`src/rtl/dlpc_cfg_pkg.sv`:
```
// Shared definitions for the DLPC300 configuration-interface arbiter:
// state encoding, interface widths and default timing constants.
package dlpc_cfg_pkg;

   localparam int DLPC_ADDR_W           = 8;
   localparam int DLPC_DATA_W           = 32;
   localparam int DEF_WR_GAP_CYCLES     = 32768;
   localparam int DEF_RD_TIMEOUT_CYCLES = 65535;
   localparam int DEF_CNT_W             = 16;

   typedef enum logic [2:0] {
      ST_IDLE    = 3'd0,
      ST_ISSUE   = 3'd1,
      ST_WAIT_WR = 3'd2,
      ST_WAIT_RD = 3'd3,
      ST_GUARD   = 3'd4,
      ST_RESP    = 3'd5
   } state_t;

   // Index reached by stepping 'step' places past 'last' in a ring of 'n'.
   function automatic int rr_wrap(input int last, input int step, input int n);
      return (last + step) % n;
   endfunction

endpackage

```
`src/rtl/dlpc_cfg_arbiter_rr.sv`:
```
// Combinational round-robin pick: the first requester set after rr_last_i,
// wrapping around, wins. Produces a one-hot grant and its index.
module rr_arbiter
   import dlpc_cfg_pkg::*;
#(
   parameter int NUM_REQ = 4,
   parameter int IDX_W   = 2
) (
   input  logic [NUM_REQ-1:0] req_valid_i,
   input  logic [IDX_W-1:0]   rr_last_i,
   output logic [NUM_REQ-1:0] grant_oh_o,
   output logic [IDX_W-1:0]   grant_idx_o,
   output logic               any_o
);

   logic [IDX_W-1:0] cand_s [NUM_REQ];

   // cand_s[k] is the requester k+1 places after the last winner
   for (genvar k = 0; k < NUM_REQ; k++) begin : g_cand
      assign cand_s[k] = IDX_W'(rr_wrap(int'(rr_last_i), k + 1, NUM_REQ));
   end

   // Scan from farthest to nearest so the nearest set candidate wins
   always_comb begin
      grant_oh_o  = '0;
      grant_idx_o = '0;
      any_o       = 1'b0;
      for (int k = NUM_REQ - 1; k >= 0; k--) begin
         if (req_valid_i[cand_s[k]]) begin
            grant_oh_o  = NUM_REQ'(1) << cand_s[k];
            grant_idx_o = cand_s[k];
            any_o       = 1'b1;
         end else begin
            grant_oh_o  = grant_oh_o;
         end
      end
   end

endmodule

```
`src/rtl/dlpc_cfg_arbiter.sv`:
```
// Round-robin arbiter and sequencer sharing the single DLPC300 I2C
// configuration interface. Downstream address/data are held stable for the
// whole transaction; writes complete after a fixed guard time and reads are
// bounded by a timeout followed by a drain period.
module dlpc_cfg_arbiter
   import dlpc_cfg_pkg::*;
#(
   parameter int NUM_REQ           = 4,
   parameter int WR_GAP_CYCLES     = DEF_WR_GAP_CYCLES,
   parameter int RD_TIMEOUT_CYCLES = DEF_RD_TIMEOUT_CYCLES,
   parameter int CNT_W             = DEF_CNT_W
) (
   input  logic                             clk,
   input  logic                             rst,
   input  logic [NUM_REQ-1:0]               req_valid,
   input  logic [NUM_REQ-1:0]               req_write,
   input  logic [NUM_REQ*DLPC_ADDR_W-1:0]   req_addr,
   input  logic [NUM_REQ*DLPC_DATA_W-1:0]   req_wdata,
   output logic [NUM_REQ-1:0]               req_grant,
   output logic [NUM_REQ-1:0]               rsp_valid,
   output logic [DLPC_DATA_W-1:0]           rsp_rdata,
   output logic                             rsp_timeout,
   output logic                             busy,
   output logic [DLPC_ADDR_W-1:0]           dlpc_address,
   output logic                             dlpc_wr_req,
   output logic [DLPC_DATA_W-1:0]           dlpc_wr_data,
   output logic                             dlpc_wr_valid,
   input  logic                             dlpc_wr_ready,
   output logic                             dlpc_rd_req,
   input  logic [DLPC_DATA_W-1:0]           dlpc_rd_data,
   input  logic                             dlpc_rd_valid,
   output logic                             dlpc_rd_ready
);

   localparam int IDX_W = (NUM_REQ > 1) ? $clog2(NUM_REQ) : 1;
   localparam logic [CNT_W-1:0] WR_LAST = CNT_W'(WR_GAP_CYCLES - 1);
   localparam logic [CNT_W-1:0] RD_LAST = CNT_W'(RD_TIMEOUT_CYCLES - 1);

   state_t                 state_q;
   logic [IDX_W-1:0]       rr_last_q;
   logic [CNT_W-1:0]       cnt_q;
   logic [NUM_REQ-1:0]     owner_q;
   logic                   write_q;
   logic [NUM_REQ-1:0]     grant_q;
   logic [NUM_REQ-1:0]     rsp_valid_q;
   logic [DLPC_DATA_W-1:0] rsp_rdata_q;
   logic                   rsp_timeout_q;
   logic [DLPC_ADDR_W-1:0] addr_q;
   logic [DLPC_DATA_W-1:0] wdata_q;
   logic                   wr_req_q;
   logic                   rd_req_q;

   logic [NUM_REQ-1:0]     grant_oh_s;
   logic [IDX_W-1:0]       grant_idx_s;
   logic                   any_s;
   logic [DLPC_ADDR_W-1:0] addr_arr_s  [NUM_REQ];
   logic [DLPC_DATA_W-1:0] wdata_arr_s [NUM_REQ];
   logic                   unused_wr_ready_s;

   // The interface ties its write-ready high; it carries no information here
   assign unused_wr_ready_s = dlpc_wr_ready;

   // Unpack the per-requester address and data slices
   for (genvar i = 0; i < NUM_REQ; i++) begin : g_unpack
      assign addr_arr_s[i]  = req_addr[DLPC_ADDR_W*i +: DLPC_ADDR_W];
      assign wdata_arr_s[i] = req_wdata[DLPC_DATA_W*i +: DLPC_DATA_W];
   end

   rr_arbiter #(
      .NUM_REQ (NUM_REQ),
      .IDX_W   (IDX_W)
   ) u_rr (
      .req_valid_i (req_valid),
      .rr_last_i   (rr_last_q),
      .grant_oh_o  (grant_oh_s),
      .grant_idx_o (grant_idx_s),
      .any_o       (any_s)
   );

   // Transaction sequencer: grant, issue, wait/timeout/drain, respond
   always_ff @(posedge clk or posedge rst) begin
      if (rst) begin
         state_q       <= ST_IDLE;
         rr_last_q     <= IDX_W'(NUM_REQ - 1);
         cnt_q         <= '0;
         owner_q       <= '0;
         write_q       <= 1'b0;
         grant_q       <= '0;
         rsp_valid_q   <= '0;
         rsp_rdata_q   <= '0;
         rsp_timeout_q <= 1'b0;
         addr_q        <= '0;
         wdata_q       <= '0;
         wr_req_q      <= 1'b0;
         rd_req_q      <= 1'b0;
      end else begin
         grant_q     <= '0;
         rsp_valid_q <= '0;
         wr_req_q    <= 1'b0;
         rd_req_q    <= 1'b0;
         case (state_q)
            ST_IDLE: begin
               if (any_s) begin
                  state_q   <= ST_ISSUE;
                  owner_q   <= grant_oh_s;
                  rr_last_q <= grant_idx_s;
                  write_q   <= req_write[grant_idx_s];
                  addr_q    <= addr_arr_s[grant_idx_s];
                  wdata_q   <= wdata_arr_s[grant_idx_s];
                  grant_q   <= grant_oh_s;
               end else begin
                  state_q   <= ST_IDLE;
               end
            end
            ST_ISSUE: begin
               cnt_q <= '0;
               if (write_q) begin
                  wr_req_q <= 1'b1;
                  state_q  <= ST_WAIT_WR;
               end else begin
                  rd_req_q <= 1'b1;
                  state_q  <= ST_WAIT_RD;
               end
            end
            ST_WAIT_WR: begin
               if (cnt_q == WR_LAST) begin
                  state_q       <= ST_RESP;
                  rsp_valid_q   <= owner_q;
                  rsp_rdata_q   <= '0;
                  rsp_timeout_q <= 1'b0;
               end else begin
                  cnt_q <= cnt_q + CNT_W'(1);
               end
            end
            ST_WAIT_RD: begin
               // Returned data takes priority over a simultaneous terminal count
               if (dlpc_rd_valid) begin
                  state_q       <= ST_RESP;
                  rsp_valid_q   <= owner_q;
                  rsp_rdata_q   <= dlpc_rd_data;
                  rsp_timeout_q <= 1'b0;
               end else if (cnt_q == RD_LAST) begin
                  state_q       <= ST_GUARD;
                  cnt_q         <= '0;
                  rsp_rdata_q   <= '0;
                  rsp_timeout_q <= 1'b1;
               end else begin
                  cnt_q <= cnt_q + CNT_W'(1);
               end
            end
            ST_GUARD: begin
               // Let the stalled I2C transfer drain before releasing the bus
               if (cnt_q == WR_LAST) begin
                  state_q     <= ST_RESP;
                  rsp_valid_q <= owner_q;
               end else begin
                  cnt_q <= cnt_q + CNT_W'(1);
               end
            end
            ST_RESP: begin
               state_q       <= ST_IDLE;
               rsp_rdata_q   <= '0;
               rsp_timeout_q <= 1'b0;
            end
            default: begin
               state_q <= ST_IDLE;
            end
         endcase
      end
   end

   assign req_grant     = grant_q;
   assign rsp_valid     = rsp_valid_q;
   assign rsp_rdata     = rsp_rdata_q;
   assign rsp_timeout   = rsp_timeout_q;
   assign busy          = (state_q != ST_IDLE);
   assign dlpc_address  = addr_q;
   assign dlpc_wr_data  = wdata_q;
   assign dlpc_wr_req   = wr_req_q;
   assign dlpc_wr_valid = wr_req_q;
   assign dlpc_rd_req   = rd_req_q;
   assign dlpc_rd_ready = 1'b1;

endmodule

```
`config.mk`:
```
export PLATFORM = sky130hd
export DESIGN_NAME = dlpc_cfg_arbiter
export DESIGN_NICKNAME = d
export VERILOG_FILES = /design/src/rtl/dlpc_cfg_pkg.sv /design/src/rtl/dlpc_cfg_arbiter_rr.sv /design/src/rtl/dlpc_cfg_arbiter.sv
export SDC_FILE = /design/constraint.sdc
export NUM_CORES = 1
export LEC_CHECK = 0
export BUFFER_PORTS_ARGS = -buffer_cell sky130_fd_sc_hd__buf_2
export CAP_MARGIN = 10
export CELL_PAD_IN_SITES_DETAIL_PLACEMENT = 2
export CELL_PAD_IN_SITES_GLOBAL_PLACEMENT = 2
export CORE_UTILIZATION = 28
export CTS_CLUSTER_DIAMETER = 100
export DETAILED_ROUTE_END_ITERATION = 10
export PLACE_DENSITY = 0.9
export SLEW_MARGIN = 20
export SYNTH_ARGS = -nofsm -noshare
export SYNTH_HDL_FRONTEND = slang
export SYNTH_SLANG_ARGS = --single-unit
```
`constraint.sdc`:
```
create_clock -name clk -period 5 [get_ports clk]
set_input_delay 1 -clock clk [delete_from_list [all_inputs] [get_ports clk]]
set_output_delay 1 -clock clk [all_outputs]
set_load 0.01 [all_outputs]
```
### Yosys cells after proc, flatten, opt, wreduce, memory -nomap -nowiden

Cells that the tools add are included.

| operators by class | value |
|---|---|
| add/sub/neg operators | 5 |
| order comparisons | 6 |
| eq/ne operators | 12 |
| shifts and indexed selects | 4 |
| muxes and demuxes | 55 |
| bitwise logic cells | 1 |
| reductions and logical operators | 9 |

Operators by type and width:

| kind | count |
|---|---|
| two-way mux 32 bit | 5 |
| one-hot mux 32 bit (3 select lines) | 1 |
| binary-select mux 32 bit (select 2 bit) | 1 |
| two-way mux 16 bit | 3 |
| one-hot mux 16 bit (3 select lines) | 1 |
| two-way mux 4 bit | 8 |
| two-way mux 1 bit | 18 |
| adder 16 x 1 -> 16 bit, second input constant | 1 |
| binary-select mux 8 bit (select 2 bit) | 1 |
| equality test 16 x 15 -> 1 bit, second input constant | 1 |
| equality test 16 bit, second input constant | 1 |
| two-way mux 8 bit | 2 |
| << shifter 1 x 2 -> 4 bit, first input constant | 4 |
| less-than comparator 2 x 3 -> 1 bit, second input constant | 5 |
| one-hot mux 3 bit (4 select lines) | 1 |
| binary-select mux 1 bit (select 2 bit) | 5 |
| two-way mux 3 bit | 3 |
| nonzero test 3 bit | 3 |
| two-way mux 2 bit | 4 |
| one-hot mux 4 bit (2 select lines) | 1 |
| equality test 3 x 2 -> 1 bit, second input constant | 2 |
| equality test 3 bit, second input constant | 2 |
| inequality test 2 bit, second input constant | 3 |
| AND reduction 3 bit | 2 |
| 11 further kinds | 14 |

| word-level totals | value |
|---|---|
| register bits | 109 |
| input port bits | 204 |
| output and inout port bits | 86 |
| word-level logic and storage cells | 105 |

### Longest topological paths before layout

| depth | value |
|---|---|
| depth in word-level cells | 11 |
| gate-level depth with buffers | 12 |
| depth with buffers taken out | 8 |

### Cells and area by module

Synthesis repeated with hierarchy kept, for this count alone.

| unflattened totals | value |
|---|---|
| cells, all modules | 474 |
| area total of the unflattened synthesis | 5,999.5 um^2 |

By module, submodules not included:

| module | instances | cells each | area each (um^2) | sequential area each (um^2) |
|---|---|---|---|---|
| dlpc_cfg_arbiter | 1 | 394 | 5,415.2 | 2,730.1 |
| rr_arbiter | 1 | 80 | 584.3 | 0.0 |

### Worst setup path before layout

No wires, ideal clock.

| timing | value |
|---|---|
| path kind | register to register |
| start point | register rr_last_q[1] |
| end point | register addr_q[7], in the netlist dlpc_address[7] |
| library setup time | 0.142 ns |
| arrival time | 3.039 ns |
| required time | 4.858 ns |
| setup slack | 1.818 ns |
| cell stages (with the launch flop) | 13 |
| buffers on the path | 4 |
| period minus slack after synthesis | 3.182 ns |
| cells stage by stage | dfstp_2 clkbuf_1 inv_1 ha_1 clkbuf_1 mux4_2 nand2b_4 and2_1 buf_6 buf_2 mux2_2 o22ai_1 o221ai_1 |

| on the way | value |
|---|---|
| cells in the longest elaborated chain, start to end | 11 |
| elaborated cells between the ends (all ways) | 25 |
| those cells by class | 4 x add/sub; 19 x mux; 1 x bitwise; 1 x reduce/logical |

Ends and longest elaborated chain:

| element | line | text |
|---|---|---|
| from (decl) | dlpc_cfg_arbiter.sv:40 | `logic [IDX_W-1:0] rr_last_q;` |
| from (signal assigned) | dlpc_cfg_arbiter.sv:84 | `rr_last_q <= IDX_W'(NUM_REQ - 1);` |
| from (signal assigned) | dlpc_cfg_arbiter.sv:106 | `rr_last_q <= grant_idx_s;` |
| adder 2 x 1 -> 2 bit | dlpc_cfg_pkg.sv:22 | `return (last + step) % n;` |
| binary-select mux 1 bit (select 2 bit) | dlpc_cfg_arbiter_rr.sv:29 | `if (req_valid_i[cand_s[k]]) begin` |
| two-way mux 1 bit (not written as such) | dlpc_cfg_arbiter_rr.sv:29 |  |
| two-way mux 2 bit (4 in series) | dlpc_cfg_arbiter_rr.sv:29 |  |
| inverter 2 -> 3 bit (not written as such) | dlpc_cfg_arbiter.sv:108 | `addr_q <= addr_arr_s[grant_idx_s];` |
| binary-select mux 8 bit (select 2 bit) | dlpc_cfg_arbiter.sv:108 |  |
| two-way mux 8 bit (not written as such) (2 in series) | dlpc_cfg_arbiter.sv:108 |  |
| to (signal assigned) | dlpc_cfg_arbiter.sv:108 |  |
| to (decl) | dlpc_cfg_arbiter.sv:48 | `logic [DLPC_ADDR_W-1:0] addr_q;` |

Parallel ways exist; a longest one is shown, timed or not. The select of a mux whose other input is x is not followed.
A chain may end at the register's enable or synchronous reset.

### Worst setup path after layout

| timing | value |
|---|---|
| start point | register rr_last_q[0] |
| end point | register wdata_q[28], in the netlist dlpc_wr_data[28] |

| on the way | value |
|---|---|
| cells in the longest elaborated chain, start to end | 11 |
| elaborated cells between the ends (all ways) | 25 |
| those cells by class | 4 x add/sub; 19 x mux; 1 x bitwise; 1 x reduce/logical |

Ends and longest elaborated chain:

| element | line | text |
|---|---|---|
| adder 2 x 1 -> 2 bit | dlpc_cfg_pkg.sv:22 |  |
| binary-select mux 1 bit (select 2 bit) | dlpc_cfg_arbiter_rr.sv:29 |  |
| two-way mux 1 bit (not written as such) | dlpc_cfg_arbiter_rr.sv:29 |  |
| two-way mux 2 bit (4 in series) | dlpc_cfg_arbiter_rr.sv:29 |  |
| inverter 2 -> 3 bit (not written as such) | dlpc_cfg_arbiter.sv:109 | `wdata_q <= wdata_arr_s[grant_idx_s];` |
| binary-select mux 32 bit (select 2 bit) | dlpc_cfg_arbiter.sv:109 |  |
| two-way mux 32 bit (not written as such) (2 in series) | dlpc_cfg_arbiter.sv:109 |  |
| to (signal assigned) | dlpc_cfg_arbiter.sv:109 |  |
| to (decl) | dlpc_cfg_arbiter.sv:49 | `logic [DLPC_DATA_W-1:0] wdata_q;` |

Parallel ways exist; a longest one is shown, timed or not. The select of a mux whose other input is x is not followed.

==> impl_metrics.json <==
{
  "grt_pass1_vias": 7208,
  "holdWs_ns": 0.4790,
  "slew_headroom": 0.3061,
  "grt_max_degree": 51,
  "holdPathStages": 1,
  "gp_congestion": 0.7717,
  "post_cts_buffers": 0,
  "grt_pass1_wl_mm": 39.39,
  "p_sw_frac": 0.4587,
  "clock_tree.buffer_depth": 2,
  "syn_area_per_cell_um2": 10.04,
  "power.leakage_uw": 0.004117,
  "drt_pass1_iterations": 4,
  "viasPerCell": 5.436,
  "coreArea_um2": 22640,
  "tightest_slew_ns": 1.041,
  "gr-total-overflow": 0,
  "cts.clk_slew.worst_paths_ns": 0.08,
  "rows": 55,
  "cts_resized": 0,
  "top_level_ports": 290,
  "p_clk_frac": 0.138,
  "root_buffer": "clkbuf_16",
  "postLayoutCellArea_um2": 8419,
  "placed_area_um2": 8089,
  "grtUsageTotal": 0.2115,
  "rsz0062_at_grt": "no",
  "syn2layout_area_growth_pct": 30.26,
  "ys_seq_elements": 109,
  "cts_made_buffers": 9,
  "dieArea_um2": 23700,
  "dp_hpwl_mm": 18.17,
  "skew_ns": 0.009459,
  "synth_area_um2": 6464,
  "p_switching_uw": 2634,
  "tns_ns": 0,
  "htreeDepth": 3,
  "r2r.worst_path.cells": 9,
  "clkLatencyLatePin_ns": 0.36,
  "reg2reg_slack_ns": 1.11,
  "final_nets": 1111,
  "drtAntennaViolNets": 0,
  "syn-num-nets": 858,
  "hold_path.class": "flip-flop to flip-flop",
  "syn_inst": 644,
  "worst_ep_required_time_ns": 5.17,
  "startpoint_type": "flip-flop",
  "drive_gt1_frac": 0.4102,
  "antenna_found_initial": 3,
  "pwr-share-comb": 0.590,
  "synth-seq-area-share": 0.4224,
  "io_buffers": 287,
  "clock-sinks": 109,
  "pwr-share-seq": 0.272,
  "status": "completed",
  "ys.flop_type": "dfrtp_1",
  "fmax_mhz": 257.3,
  "setup_viol": 0,
  "finalHoldViolCount": 0,
  "synth_edf_count": 0,
  "async_reset_ff_frac": 1.000,
  "chipWidth_um": 153.9,
  "drv_cap": 0,
  "cp_max_fo": 25,
  "drt-initial-drc-count": 190,
  "p_int_uw": 3108,
  "cts_tree": "done",
  "end_kind": "flip-flop",
  "power_density_nw_per_um2": 682.0,
  "die_y_um": 153.9,
  "holdBufCountCts": 0,
  "ir_drop_mv": 0.2565,
  "drc": 0,
  "period_minus_slack_ns": 3.886,
  "routed_wirelength_mm": 24.93,
  "ys_types": 56,
  "yosysWarningCount": 0,
  "start_util": 0.2855,
  "slew_violations": 0,
  "arrival_ns": 4.05,
  "routedWlPerCell_um": 20.95,
  "finalCritPeriodShare": 0.7772,
  "vias": 6469,
  "critPathKind": "flip-flop to flip-flop",
  "total_power_uw": 5742
}
## cells in the mapped netlist (2+ instances only)
master    count  area [µm²]
o211ai_1      7       52.55
nor2b_1       8       50.05
o311a_1       2       20.02
o21ai_1       2       10.01
nand4_1       6       37.54
xor2_1       12       105.1
o22ai_1      47       294.0
mux4_2        2       45.04
a21o_1        6       45.04
nor2_1       26       97.59
and2_1        7       43.79
o21ai_0      50       250.2
mux2_2       41       461.7
mux2i_1      46       460.4
clkbuf_1     33       123.9
and3_1        2       12.51
nor4_1        5       31.28
dfstp_2       2       52.55
nand2b_1      4       25.02
xnor2_1       2       17.52
a21oi_1       9       45.04
buf_2        11       55.05
ha_1         10       125.1
nor3_1        8       40.04
a22o_1       32       280.3
inv_1        11       41.29
buf_4         3       22.52
buf_8         4       60.06
o21a_1        3       22.52
a221oi_1      4       35.03
o221ai_1     40       350.3
buf_1         4       15.01
dfrtp_1     107        2678
nand2_1      57       214.0
nand3_1      10       50.05
## stage by stage
step	util	cells	worst slack, ns
6_report	0.3719	1190	1.114
5_1_grt	0.3718	1189	0.9076
4_1_cts	0.3715	1187	1.075
3_5_place_dp	0.3573	1171	1.094
3_3_place_gp	0.3573	1171	1.192
2_1_floorplan	-	644	1.129
## worst paths after layout
check | start | endpoint
setup / recovery | rr_last_q[0] | dlpc_wr_data[28]
hold / removal | owner_q[0] | owner_q[0]
setup reg to reg | rr_last_q[0] | dlpc_wr_data[28]
hold reg to reg | owner_q[0] | owner_q[0]
max in group asynchronous | rst | rsp_rdata[29]
min in group asynchronous | rst | rsp_rdata[7]
## registers in the layout (all words and copies together), names as in the netlist
| name | count |
|---|---|
| rr_last_q | 2 |
| cnt_q | 16 |
| state_q | 3 |
| dlpc_address | 8 |
| owner_q | 4 |
| dlpc_rd_req | 1 |
| rsp_timeout | 1 |
| req_grant | 4 |
| rsp_valid | 4 |
| write_q | 1 |
| dlpc_wr_req | 1 |
| dlpc_wr_data | 32 |
| rsp_rdata | 32 |
## cell type report
cell class              instances  area, µm²
fillers                      2551      14220
diodes                          3      7.507
flip-flops and latches        109       2730
multi-input cells             468       3427
clock buffers                   9      225.2
repair buffers                298       1531
inverters                      11      43.79
clock inverters                 7      97.59
well taps                     285      356.6
## per-layer routing
layer / vias to the layer above / part of all wire / track usage
li1: 2955 / - / -
met1: 3265 / 0.40 / 0.2310
met2: 220 / 0.53 / 0.4015
met3: 29 / 0.058 / 0.05045
met4: 0 / 0.017 / 0.06190
met5: - / 0 / 0
## cell families after synthesis
kind of cell	after synthesis	synth area share
muxes	89	0.1496
DFF	109	0.4224
AOI/OAI and AO/OA	215	0.2362
xor gates and xnor gates	14	0.01897
and+or+nand+nor	139	0.1020
buffers and inverters	67	0.05091
other	1	0.0005802
adders and majority gates	10	0.01936
## worst max-delay path, cell delays in order, from the launching register on
cell	delay, ns
dfstp_2	0.78
inv_1	0.20
ha_1	0.50
mux4_2	0.46
nand2b_4	0.11
and2_2	0.48
buf_4	0.44
mux2_2	0.38
o22ai_1	0.15
o221ai_1	0.17
## power by group through the flow
stage | combinational (µW) | clock, µW | sequential [µW]
finish | 3390 | 794 | 1560
global route | 3690 | 848 | 1620
CTS | 3440 | 828 | 1570
detailed placement | 3430 | 0 | 1580
global placement | 3300 | 0 | 1550
floorplan | 2310 | 0 | 1630
## cells in the final DEF, fill, tap and decap left out, types with 2 or more instances in the layout
cell	count
ha_1	10
nor2b_1	8
mux2i_1	46
buf_4	10
a22o_1	32
mux4_2	2
nand2b_1	3
o311a_1	2
dfstp_2	2
and2_1	6
a221oi_1	4
o22ai_1	46
o21a_1	3
a21o_1	5
xnor2_1	2
nand2_1	57
o221ai_1	40
o21ai_1	2
xor2_1	12
mux2_2	41
inv_1	10
nor2_1	26
dfrtp_1	107
a21oi_1	9
o211ai_1	7
nor3_1	8
and3_1	2
nand3_1	10
o21ai_0	50
buf_2	287
nand4_1	6
diode_2	3
nor4_1	5
inv_6	4
clkinv_8	2
clkbuf_16	9
No activity file was read; power rests on OpenSTA's default activity.
